### config.mk
export PLATFORM = sky130hd
export DESIGN_NAME = dt_traverse_ctrl
export DESIGN_NICKNAME = d
export VERILOG_FILES = /design/src/rtl/dt_traverse_ctrl.sv
export SDC_FILE = /design/constraint.sdc
export NUM_CORES = 1
export LEC_CHECK = 0
export ABC_AREA = 1
export ABC_CLOCK_PERIOD_IN_PS = 2600
export CAP_MARGIN = 20
export CORE_ASPECT_RATIO = 1.5
export CORE_UTILIZATION = 47
export CTS_BUF_LIST = sky130_fd_sc_hd__clkbuf_2
export CTS_CLUSTER_SIZE = 40
export DETAILED_ROUTE_END_ITERATION = 10
export GPL_TIMING_DRIVEN = 1
export PLACE_DENSITY = 0.83
export SETUP_SLACK_MARGIN = 0.2
export SLEW_MARGIN = 10
export SYNTH_ARGS = -nofsm -noshare
export SYNTH_HDL_FRONTEND = slang
export SYNTH_SLANG_ARGS = --single-unit
### constraint.sdc
create_clock -name clk -period 2.6 [get_ports clk]
set_input_delay 0.26 -clock clk [delete_from_list [all_inputs] [get_ports clk]]
set_output_delay 0.26 -clock clk [all_outputs]
set_load 0.01 [all_outputs]
### src/rtl/dt_traverse_ctrl.sv
// Decision-tree traversal sequencer: arbitrates host table loads against inference walks
// and steps the node-RAM / MAC datapath from root to leaf.
module dt_traverse_ctrl #(
    parameter int unsigned ADDR_WIDTH = 8,
    parameter int unsigned MEM_LAT    = 1,
    parameter int unsigned MAC_LAT    = 2,
    parameter int unsigned MAX_DEPTH  = 16,
    parameter int unsigned ROOT_ADDR  = 0
) (
    input  logic                  clk,
    input  logic                  rst,
    input  logic                  start,
    input  logic [29:0]           in_attr,
    output logic [29:0]           attr_out,
    input  logic                  ld_req,
    input  logic                  ld_sel,
    input  logic [ADDR_WIDTH-1:0] ld_addr,
    output logic                  ld_ready,
    output logic [ADDR_WIDTH-1:0] mem_addr,
    output logic                  we1,
    output logic                  we2,
    input  logic [9:0]            node_thresh,
    input  logic [17:0]           child_word,
    input  logic [15:0]           mac_acc,
    output logic                  busy,
    output logic                  done,
    output logic [7:0]            out_class,
    output logic                  depth_err
);

    localparam int unsigned ATTR_W  = 30;
    localparam int unsigned CLS_W   = 8;
    localparam int unsigned DEPTH_W = 8;
    localparam int unsigned CNT_W   = 8;

    localparam logic [2:0] IDLE   = 3'd0;
    localparam logic [2:0] LOAD   = 3'd1;
    localparam logic [2:0] FETCH  = 3'd2;
    localparam logic [2:0] MAC    = 3'd3;
    localparam logic [2:0] DECIDE = 3'd4;

    logic [2:0]            state, state_d;
    logic [ADDR_WIDTH-1:0] mem_addr_d;
    logic                  we1_d, we2_d, busy_d, done_d, depth_err_d, ld_ready_d;
    logic [CLS_W-1:0]      out_class_d;
    logic [ATTR_W-1:0]     attr_d;
    logic                  start_pending, pend_d;
    logic [DEPTH_W-1:0]    depth, depth_d;
    logic [CNT_W-1:0]      cnt, cnt_d;
    logic                  go_left_c;
    logic [8:0]            sel_c;

    // State and output registers
    always_ff @(posedge clk or posedge rst) begin
        if (rst) begin
            state         <= IDLE;
            mem_addr      <= ADDR_WIDTH'(ROOT_ADDR);
            we1           <= 1'b0;
            we2           <= 1'b0;
            busy          <= 1'b0;
            done          <= 1'b0;
            depth_err     <= 1'b0;
            out_class     <= '0;
            attr_out      <= '0;
            ld_ready      <= 1'b1;
            start_pending <= 1'b0;
            depth         <= '0;
            cnt           <= '0;
        end else begin
            state         <= state_d;
            mem_addr      <= mem_addr_d;
            we1           <= we1_d;
            we2           <= we2_d;
            busy          <= busy_d;
            done          <= done_d;
            depth_err     <= depth_err_d;
            out_class     <= out_class_d;
            attr_out      <= attr_d;
            ld_ready      <= ld_ready_d;
            start_pending <= pend_d;
            depth         <= depth_d;
            cnt           <= cnt_d;
        end
    end

    // Next-state and next-output logic
    always_comb begin
        state_d     = state;
        mem_addr_d  = mem_addr;
        we1_d       = 1'b0;
        we2_d       = 1'b0;
        busy_d      = busy;
        done_d      = 1'b0;
        depth_err_d = depth_err;
        out_class_d = out_class;
        attr_d      = attr_out;
        ld_ready_d  = ld_ready;
        pend_d      = start_pending;
        depth_d     = depth;
        cnt_d       = cnt;

        // Unsigned compare; equality takes the left child
        go_left_c = (mac_acc <= {6'b0, node_thresh});
        sel_c     = go_left_c ? child_word[17:9] : child_word[8:0];

        case (state)
            IDLE: begin
                ld_ready_d = 1'b1;
                if (ld_req && ld_ready) begin
                    state_d    = LOAD;
                    mem_addr_d = ld_addr;
                    we1_d      = ~ld_sel;
                    we2_d      = ld_sel;
                    ld_ready_d = 1'b0;
                    if (start) begin
                        attr_d = in_attr;
                        pend_d = 1'b1;
                    end
                end else if (start) begin
                    state_d     = FETCH;
                    attr_d      = in_attr;
                    mem_addr_d  = ADDR_WIDTH'(ROOT_ADDR);
                    depth_d     = '0;
                    cnt_d       = '0;
                    busy_d      = 1'b1;
                    depth_err_d = 1'b0;
                    ld_ready_d  = 1'b0;
                end
            end
            LOAD: begin
                if (start_pending) begin
                    pend_d      = 1'b0;
                    state_d     = FETCH;
                    mem_addr_d  = ADDR_WIDTH'(ROOT_ADDR);
                    depth_d     = '0;
                    cnt_d       = '0;
                    busy_d      = 1'b1;
                    depth_err_d = 1'b0;
                    ld_ready_d  = 1'b0;
                end else begin
                    state_d    = IDLE;
                    ld_ready_d = 1'b1;
                end
            end
            FETCH: begin
                if (cnt == CNT_W'(MEM_LAT - 1)) begin
                    cnt_d   = '0;
                    state_d = MAC;
                end else begin
                    cnt_d = cnt + CNT_W'(1);
                end
            end
            MAC: begin
                if (cnt == CNT_W'(MAC_LAT - 1)) begin
                    cnt_d   = '0;
                    state_d = DECIDE;
                end else begin
                    cnt_d = cnt + CNT_W'(1);
                end
            end
            DECIDE: begin
                if (sel_c[8]) begin
                    out_class_d = sel_c[7:0];
                    done_d      = 1'b1;
                    busy_d      = 1'b0;
                    ld_ready_d  = 1'b1;
                    state_d     = IDLE;
                end else if ((9'(depth) + 9'd1) == 9'(MAX_DEPTH)) begin
                    depth_err_d = 1'b1;
                    out_class_d = '0;
                    done_d      = 1'b1;
                    busy_d      = 1'b0;
                    ld_ready_d  = 1'b1;
                    state_d     = IDLE;
                end else begin
                    depth_d    = depth + DEPTH_W'(1);
                    mem_addr_d = ADDR_WIDTH'(sel_c[7:0]);
                    cnt_d      = '0;
                    state_d    = FETCH;
                end
            end
            default: begin
                state_d    = IDLE;
                busy_d     = 1'b0;
                ld_ready_d = 1'b1;
            end
        endcase
    end

endmodule

## Word level (Yosys, flattened, before mapping)

Index checks and enable logic that the tools add are counted.

| storage, ports and cells | value |
|---|---|
| register bits after elaboration | 72 |
| bits of input ports | 87 |
| output and inout port bits | 52 |
| word-level logic and storage cells | 106 |

| cells by class | value |
|---|---|
| add/sub/neg operators | 3 |
| magnitude comparators | 1 |
| equal/unequal tests | 17 |
| multiplexer cells | 52 |
| bitwise gates (word level) | 2 |
| reduce and logical (&&, ||, !) cells | 18 |

Operator list:

| operator | count |
|---|---|
| $mux W8 | 14 |
| $pmux W8 S3 | 2 |
| $pmux W8 S5 | 1 |
| $mux W1 | 22 |
| $ne A2 B2 Y1 const B | 9 |
| $reduce_and A6 Y1 | 3 |
| $add A8 B1 Y8 const B | 2 |
| $le A16 B10 Y1 | 1 |
| $pmux W3 S5 | 1 |
| $mux W3 | 4 |
| $reduce_and A5 Y1 | 2 |
| $add A8 B1 Y9 const B | 1 |
| $eq A9 B5 Y1 const B | 1 |
| $mux W9 | 1 |
| $eq A8 B1 Y1 const B | 1 |
| $logic_not A8 Y1 | 1 |
| $pmux W1 S4 | 2 |
| $eq A3 B2 Y1 const B | 2 |
| $mux W2 | 3 |
| $ne A3 B3 Y1 const B | 2 |
| $reduce_and A2 Y1 | 3 |
| $reduce_and A3 Y1 | 2 |
| $reduce_bool A5 Y1 | 1 |
| $reduce_bool A2 Y1 | 2 |
| other kinds (9) | 10 |

## Longest topological paths before layout

Gate-level depths: netlist of run 1.

| depth | value |
|---|---|
| depth in word-level cells | 5 |
| gate-level depth with buffers | 18 |
| mapped depth without buffers | 17 |

## Worst setup path before layout of run 1

Ideal clock, no wire load.

| path | value |
|---|---|
| path kind | input port to flip-flop |
| start point | in node_thresh[5] |
| end point | reg mem_addr[3] |
| library setup time | 0.118 ns |
| arrival | 1.648 ns |
| data required time | 2.482 ns |
| path slack | 0.834 ns |
| cell stages on the path | 15 |
| buffers on the path | 1 |
| cell sequence | inv_1 ha_1 a21oi_1 nor2_1 nor2_1 nand2_1 nand2_1 nand2_1 nand2_1 nand2_1 nand3_2 nand2_4 buf_6 nand3_1 nand2_1 |

| on the way | value |
|---|---|
| longest elaborated chain between the ends | 5 |
| elaborated cells on any way between the ends | 7 |
| classes of those cells | order compare: 1; eq/ne: 1; mux: 4; reduce/logical: 1 |

RTL lines:

| element | line | source |
|---|---|---|
| start, declared | 22 | `input logic [9:0] node_thresh,` |
| $le A16 B10 Y1 (*) | 103 | `go_left_c = (mac_acc <= {6'b0, node_thresh});` |
| $mux W9 (*) | 104 | `sel_c = go_left_c ? child_word[17:9] : child_word[8:0];` |
| $mux W8 | 168 | `end else if ((9'(depth) + 9'd1) == 9'(MAX_DEPTH)) begin` |
| $mux W8 | 162 | `if (sel_c[8]) begin` |
| $pmux W8 S3 | 106 | `case (state)` |
| end signal, assigned | 57 | `mem_addr <= ADDR_WIDTH'(ROOT_ADDR);` |
| end signal, assigned | 71 | `mem_addr <= mem_addr_d;` |
| end, declared | 19 | `output logic [ADDR_WIDTH-1:0] mem_addr,` |

Every way passes the cells marked *; elsewhere a longest branch is shown, timed or not. The select of a mux whose other input is x is not followed.
A chain may end at the register's enable or synchronous reset.

## Final worst setup path of run 1

| path | value |
|---|---|
| start point | reg ld_ready |
| end point | reg mem_addr[4] |

| on the way | value |
|---|---|
| longest elaborated chain between the ends | 3 |
| elaborated cells on any way between the ends | 5 |
| classes of those cells | eq/ne: 1; mux: 2; reduce/logical: 2 |

RTL lines:

| element | line | source |
|---|---|---|
| start, declared | 18 | `output logic ld_ready,` |
| start signal, assigned | 79 | `ld_ready <= ld_ready_d;` |
| $logic_and A1 B1 Y1 (*) | 109 | `if (ld_req && ld_ready) begin` |
| $ne A3 B3 Y1 (no line) or $mux W8 (tied branches) | - |  |
| $reduce_and A5 Y1 (no line) or $pmux W8 S3 (tied branches) | - |  |

Every way passes the cells marked *; elsewhere a longest branch is shown, timed or not.

==> flow_summary.toml, run 1 <==
[synth]
synth_seq_cells = 72
synth.avg_cell_area_um2 = 8.36
synth_top_cell_by_area = "dfrtp_1"
async_flop_share_pct = 100
ys_warn_count = 0
ys.flop_type = "dfrtp_1"
synth_cell_types = 27
syn-cell-area_um2 = 3900
yosysTopAreaCellShare_pct = 45.6
synthesis.nets = 568
synthTopCellsByArea = "dfrtp_1 (46%), nand2_1 (12%), mux2_2 (8.7%)"
seq_area_frac_synth_pct = 46.3
synth_edf_count = 0
syn_inst = 466

[timing]
hold_viol = 0
slew-limit-headroom_pct = 60.6
timing.final.ws_setup_ns = 0.686
fin_skew_ns = 0.0195
timing.final.crit_period_ns = 1.91
setup_viol = 0
period_share_pct = 73.6
whs_ns = 0.101
drv_slew = 0
tightest_slew_ns = 0.590
setup_tns_ns = 0
rsz0062_at_grt = "false"
fmax_mhz = 522

[power_and_ir_drop]
swShare_pct = 37.5
p_seq_share_pct = 35.8
power_density_nw_per_um2 = 905
pwr-share-clk_pct = 14.5
power_mw = 5.02
leakagePower_nw = 2.73
p_sw_mw = 1.88
peakVddDrop_mv = 0.661
comb_power_share_pct = 49.7
internal_power_mw = 3.14

[place]
placed_cell_area_um2 = 5410
placed_cells = 707
place_ws_ns = 0.222
port_buffers = 138
place_hpwl_um = 8090
gp_congestion = 1.01

[clocking]
cts_made_buffers = 9
cts_root_buffer = "clkbuf_2"
clock_latency_ns = 0.52
htreeDepth = 3
cts_num_sinks = 72
ctsResizeCount = 0
cts_tree = "yes"
path_clk_slew_ns = 0.21
cts_setup_buffers = 0
cts_buffer_depth = 2
holdBufCountCts = 0

[worst_setup_path]
path_max_fanout = 9
start_kind = "flop"
cp_cell_sequence = "nand2_1 -> inv_1 -> o21ai_0 -> nor2_2 -> nand3_2 -> nand2_1 -> nand2_1"
cp-end-kind = "flop"
crit_type = "flop to flop"
required_ns = 3.03
cp_common_cell = "nand2_1"
cp_slowest_cell = "dfstp_2"
crit_arrival_ns = 2.35
critPathMaxStageDelay_ns = 0.60
ff2ff_path_depth = 7

[global_route]
grt_pass1_wl_um = 16500
grt_pass1_vias = 3652
antenna_found_initial = 0
grt.total_usage_pct = 24.3
grt_start_max_net_pins = 43
overflow = 0

[layout]
antenna_cells = 0
final_cells = 723
synthToLayoutAreaGrowth_pct = 42.5
layout.area.seq_um2 = 1800
multi_input_area_um2 = 1800
utilization_pct = 69.4
drive_above_1_share_pct = 12.3
nets = 715
design_area_um2 = 5550
n_fill_cell = 672

[floorplanning]
io_pins = 139
core_area_um2 = 8010
die-area_um2 = 8670
rows = 40
dieHeight_um = 114
initial_core_util_pct = 48.7
dieWidth_um = 76.3

[detailed_routing]
dr.pass1.iters = 4
antenna_left = 0
drt_iter0_drc = 240
post_drt_via_cell_ratio = 4.99
wirelength_um = 10200
drc_errors = 0
avgRoutedWirePerCell_um = 14.1
num_vias = 3609

[hold_path]
hold_path.class = "input pin to asynchronous set/reset pin"

[outcome]
status = "complete, no violations"

[job]
maxCapViolCount = 0
-- synth_stat cells (2+ instances only) --
| cell | instances |
|---|---|
| nor3_2 | 2 |
| ha_1 | 15 |
| mux2_2 | 30 |
| nand3_1 | 53 |
| nor2_1 | 41 |
| inv_2 | 5 |
| dfrtp_1 | 71 |
| xor2_1 | 7 |
| inv_1 | 58 |
| nor2_2 | 4 |
| buf_2 | 6 |
| nand3_2 | 7 |
| buf_6 | 2 |
| nand2_1 | 129 |
| nand2_2 | 2 |
| a21oi_1 | 6 |
| nand4_1 | 4 |
| o21ai_0 | 15 |
-- flip-flops by register name (all words and copies together) (netlist names) --
register / flops
attr_out: 30
cnt: 8
depth: 8
mem_addr: 8
out_class: 8
state: 3
busy: 1
depth_err: 1
done: 1
ld_ready: 1
start_pending: 1
we1: 1
we2: 1
-- worst max-delay path: cells and delay by family, from the launching register on --
family                 cells  cell delay [ns]
AO/OA/AOI/OAI              1             0.15
buffers and inverters      1             0.15
flip-flops                 1             0.60
AND/OR/NAND/NOR            5             0.94
-- path summary, 6_finish.rpt --
kind / from / to / slack, ns
setup reg to reg: ld_ready / mem_addr[4] / 0.69
setup / recovery: ld_ready / mem_addr[4] / 0.69
hold reg to reg: out_class[6] / out_class[6] / 0.51
hold / removal: rst / attr_out[25] / 0.10
max in group asynchronous: rst / ld_ready / 1.80
min in group clk: ld_sel / we2 / 0.28
-- cells by family after synthesis --
| family | after synthesis | synth area share, % |
|---|---|---|
| compound gates | 24 | 3.21 |
| simple gates | 245 | 27.7 |
| mux | 30 | 8.67 |
| xor+xnor | 8 | 1.80 |
| buf+inv | 72 | 7.51 |
| fa+ha+maj | 15 | 4.82 |
| flops | 72 | 46.3 |
-- placed cells by master (no fill, tap or decap), types with 2 or more instances in the layout --
cell type / netlist / routed
a21oi_1: 6 / 6
buf_4: 0 / 5
bufinv_16: 0 / 2
clkbuf_2: 0 / 9
clkdlybuf4s50_1: 0 / 138
clkinv_2: 0 / 2
dfrtp_1: 71 / 71
ha_1: 15 / 15
inv_1: 58 / 57
inv_2: 5 / 6
mux2_2: 30 / 30
nand2_1: 129 / 129
nand2_2: 2 / 2
nand3_1: 53 / 53
nand3_2: 7 / 7
nand4_1: 4 / 4
nor2_1: 41 / 41
nor2_2: 4 / 4
nor3_2: 2 / 2
o21ai_0: 15 / 15
xor2_1: 7 / 7
-- routing by layer --
metal	global-route usage (%)	routed length, um	vias up
met4	15.3	478	0
met3	3.60	296	36
li1	-	-	1777
met1	25.7	3750	1701
met2	44.9	5670	95
met5	0	0	-
-- power by group through the flow --
| stage | registers, mW | logic (mW) | clock network (mW) |
|---|---|---|---|
| 2_1_floorplan | 1.96 | 1.15 | 0 |
| 6_report | 1.80 | 2.50 | 0.729 |
| 5_1_grt | 1.85 | 2.73 | 0.785 |
| 4_1_cts | 1.79 | 2.52 | 0.741 |
| 3_5_place_dp | 1.82 | 2.50 | 0 |
| 3_3_place_gp | 1.79 | 2.45 | 0 |
-- area by class of cell --
type | instances | share of cell area [%]
flip-flops and latches | 72 | 32.5
well taps | 105 | 2.37
multi-input cells | 322 | 32.4
clock inverters | 7 | 1.71
repair buffers | 144 | 25.9
clock buffers | 9 | 0.811
inverters | 64 | 4.33
Note: power is estimated with default switching activity, not from simulation.
==> inputs of run 2 (changes only) <==
--- a/config.mk
+++ b/config.mk
@@ -6,15 +6,15 @@
 export NUM_CORES = 1
 export LEC_CHECK = 0
 export ABC_AREA = 1
-export ABC_CLOCK_PERIOD_IN_PS = 2600
+export ABC_CLOCK_PERIOD_IN_PS = 1690
 export CAP_MARGIN = 20
 export CORE_ASPECT_RATIO = 1.5
-export CORE_UTILIZATION = 47
+export CORE_UTILIZATION = 42
 export CTS_BUF_LIST = sky130_fd_sc_hd__clkbuf_2
 export CTS_CLUSTER_SIZE = 40
 export DETAILED_ROUTE_END_ITERATION = 10
 export GPL_TIMING_DRIVEN = 1
-export PLACE_DENSITY = 0.83
+export PLACE_DENSITY = 0.79
 export SETUP_SLACK_MARGIN = 0.2
 export SLEW_MARGIN = 10
 export SYNTH_ARGS = -nofsm -noshare
==> constraint.sdc (replaced) <==
create_clock -name clk -period 1.69 [get_ports clk]
set_input_delay 0.169 -clock clk [delete_from_list [all_inputs] [get_ports clk]]
set_output_delay 0.169 -clock clk [all_outputs]
set_load 0.01 [all_outputs]
==> run 2 against run 1 <==
- the run now ends with negative setup slack left
- clock-buffer cell count is the same
- die area grew 12%
- sequential share of layout area shrank 3.5 points
- highest routed layer unchanged
- total power grew 67%
- maximum frequency grew 5.5%
- setup slack lost 0.81 ns
- first-iteration DRC count shrank 30%
- wire length grew 14%
- largest power group unchanged
- critical path type unchanged
==> flow_summary.toml, run 2 (synthesis gave the netlist of run 1 again) <==
[outcome]
status = "finished with violations"
violations = "negative setup slack"

[power_and_ir_drop]
pwr-share-clk_pct = 11.8
leakagePower_nw = 3.12
swShare_pct = 40.8
p_sw_mw = 3.41
internal_power_mw = 4.96
comb_power_share_pct = 55.4
peakVddDrop_mv = 0.776
p_seq_share_pct = 32.9
power_density_nw_per_um2 = 1340

[detailed_routing]
post_drt_via_cell_ratio = 5.15
num_vias = 4000
antenna_left = 0
dr.pass1.iters = 4
wirelength_um = 11600
drc_errors = 0
drt_iter0_drc = 167
avgRoutedWirePerCell_um = 14.9

[timing]
rsz0062_at_grt = "true"
whs_ns = 0.176
timing.final.ws_setup_ns = -0.124
timing.final.crit_period_ns = 1.81
fin_skew_ns = 0.0173
hold_viol = 0
slew-limit-headroom_pct = 69.2
tightest_slew_ns = 0.460
drv_slew = 0
fmax_mhz = 551
setup_tns_ns = -2.03
setup_viol = 36
period_share_pct = 107

[floorplanning]
die-area_um2 = 9670
initial_core_util_pct = 43.6
rows = 42
core_area_um2 = 8930
io_pins = 139
dieHeight_um = 120
dieWidth_um = 80.6

[layout]
regMostFlops = "attr_out"
largest_register_ffs = 30
layout_common_cells = "nand2_1 (108), clkdlybuf4s50_1 (86), dfrtp_1 (70)"
final_common_cell = "nand2_1"
drive_above_1_share_pct = 26.7
utilization_pct = 69.7
nets = 763
synthToLayoutAreaGrowth_pct = 59.8

[place]
port_buffers = 138
place_hpwl_um = 8220
gp_congestion = 0.888
place_ws_ns = -0.565

[worst_setup_path]
start_kind = "flop"
cp_cell_sequence = "nor2_2 -> inv_2 -> nor2_2 -> nand2_1 -> o21ai_0 -> nor2_2 -> buf_4 -> nand3_1 -> nand2_1"
crit_arrival_ns = 2.26
cp_common_cell = "nor2_2"
cp-end-kind = "flop"
critPathMaxStageDelay_ns = 0.46
path_max_fanout = 8
crit_type = "flop to flop"
cp_slowest_cell = "dfrtp_1"
required_ns = 2.14

[clocking]
cts_num_sinks = 72
clock_latency_ns = 0.55
path_clk_slew_ns = 0.21
cts_buffer_depth = 2
htreeDepth = 3
cts_tree = "yes"
cts_made_buffers = 9
cts_root_buffer = "clkbuf_2"

[global_route]
grt_pass1_vias = 3944
grt.total_usage_pct = 24.0
grt_pass1_wl_um = 17500
grt_start_max_net_pins = 38
antenna_found_initial = 1
overflow = 0

[job]
maxCapViolCount = 0

[hold_path]
hold_path.class = "input pin to flop"
[run 2: what timing repair did]
| item | CTS | global route |
|---|---|---|
| setup endpoints to repair | 91 | 86 |
| gates resized for setup | 75 | 57 |
| cloned | 2 | 0 |
| setup buffers | 15 | 7 |
| hold buffers | 1 | 0 |
| pin swaps | 15 | 18 |
| endpoints found under the hold margin | 14 | 0 |
[run 2: cell type report]
class / count / area, um^2
fill: 686 / 2710
multi-input combinational: 324 / 2130
antenna: 1 / 2.50
inverter: 64 / 248
sequential: 72 / 1800
clock buffer: 9 / 45.0
tap: 110 / 138
clock inverter: 7 / 71.3
timing repair buffer: 190 / 1790
[run 2: routing by layer]
layer	GRT usage, %	vias to the layer above	wire [um]	share of wire, %
li1	-	1879	-	-
met1	25.0	1882	4190	36
met2	43.9	186	6250	54
met3	4.03	53	635	5.5
met4	13.6	0	513	4.4
met5	0	-	0	0
[run 2: power by group through the flow]
stage	Sequential, mW	Clock [mW]	Combinational [mW]
final	2.75	0.985	4.64
after global routing	2.82	1.07	5.00
after CTS	2.71	0.999	4.19
after detailed placement	2.78	0	4.22
after global placement	2.74	0	4.12
after floorplan	3.02	0	1.82
[run 2: path summary, 6_finish.rpt]
kind                              startpoint      endpoint  slack [ns]  cells past startpoint
worst max-delay path                state[1]   mem_addr[4]       -0.12                      9
worst min-delay path                  ld_sel           we1        0.18                      2
worst max register to register      state[1]   mem_addr[4]       -0.12                      9
worst min register to register  out_class[6]  out_class[6]        0.52                      2
max in group asynchronous                rst        cnt[0]        0.67                      4
min in group asynchronous                rst        cnt[6]        0.50                      3
[run 2: through the flow]
stage	instance area, um^2	std cells	total power, mW
5_1_grt	6230	777	8.90
3_5_place_dp	5730	735	7.00
4_1_cts	6010	769	7.89
6_report	6230	777	8.37
2_1_floorplan	4010	466	4.84
3_3_place_gp	5730	735	6.87
[run 2: critical path, delay by kind of cell, from the launching register on]
kind	cells	cell delay (ns)
simple gates	6	0.72
flops	1	0.46
compound gates	1	0.29
buf+inv	2	0.24
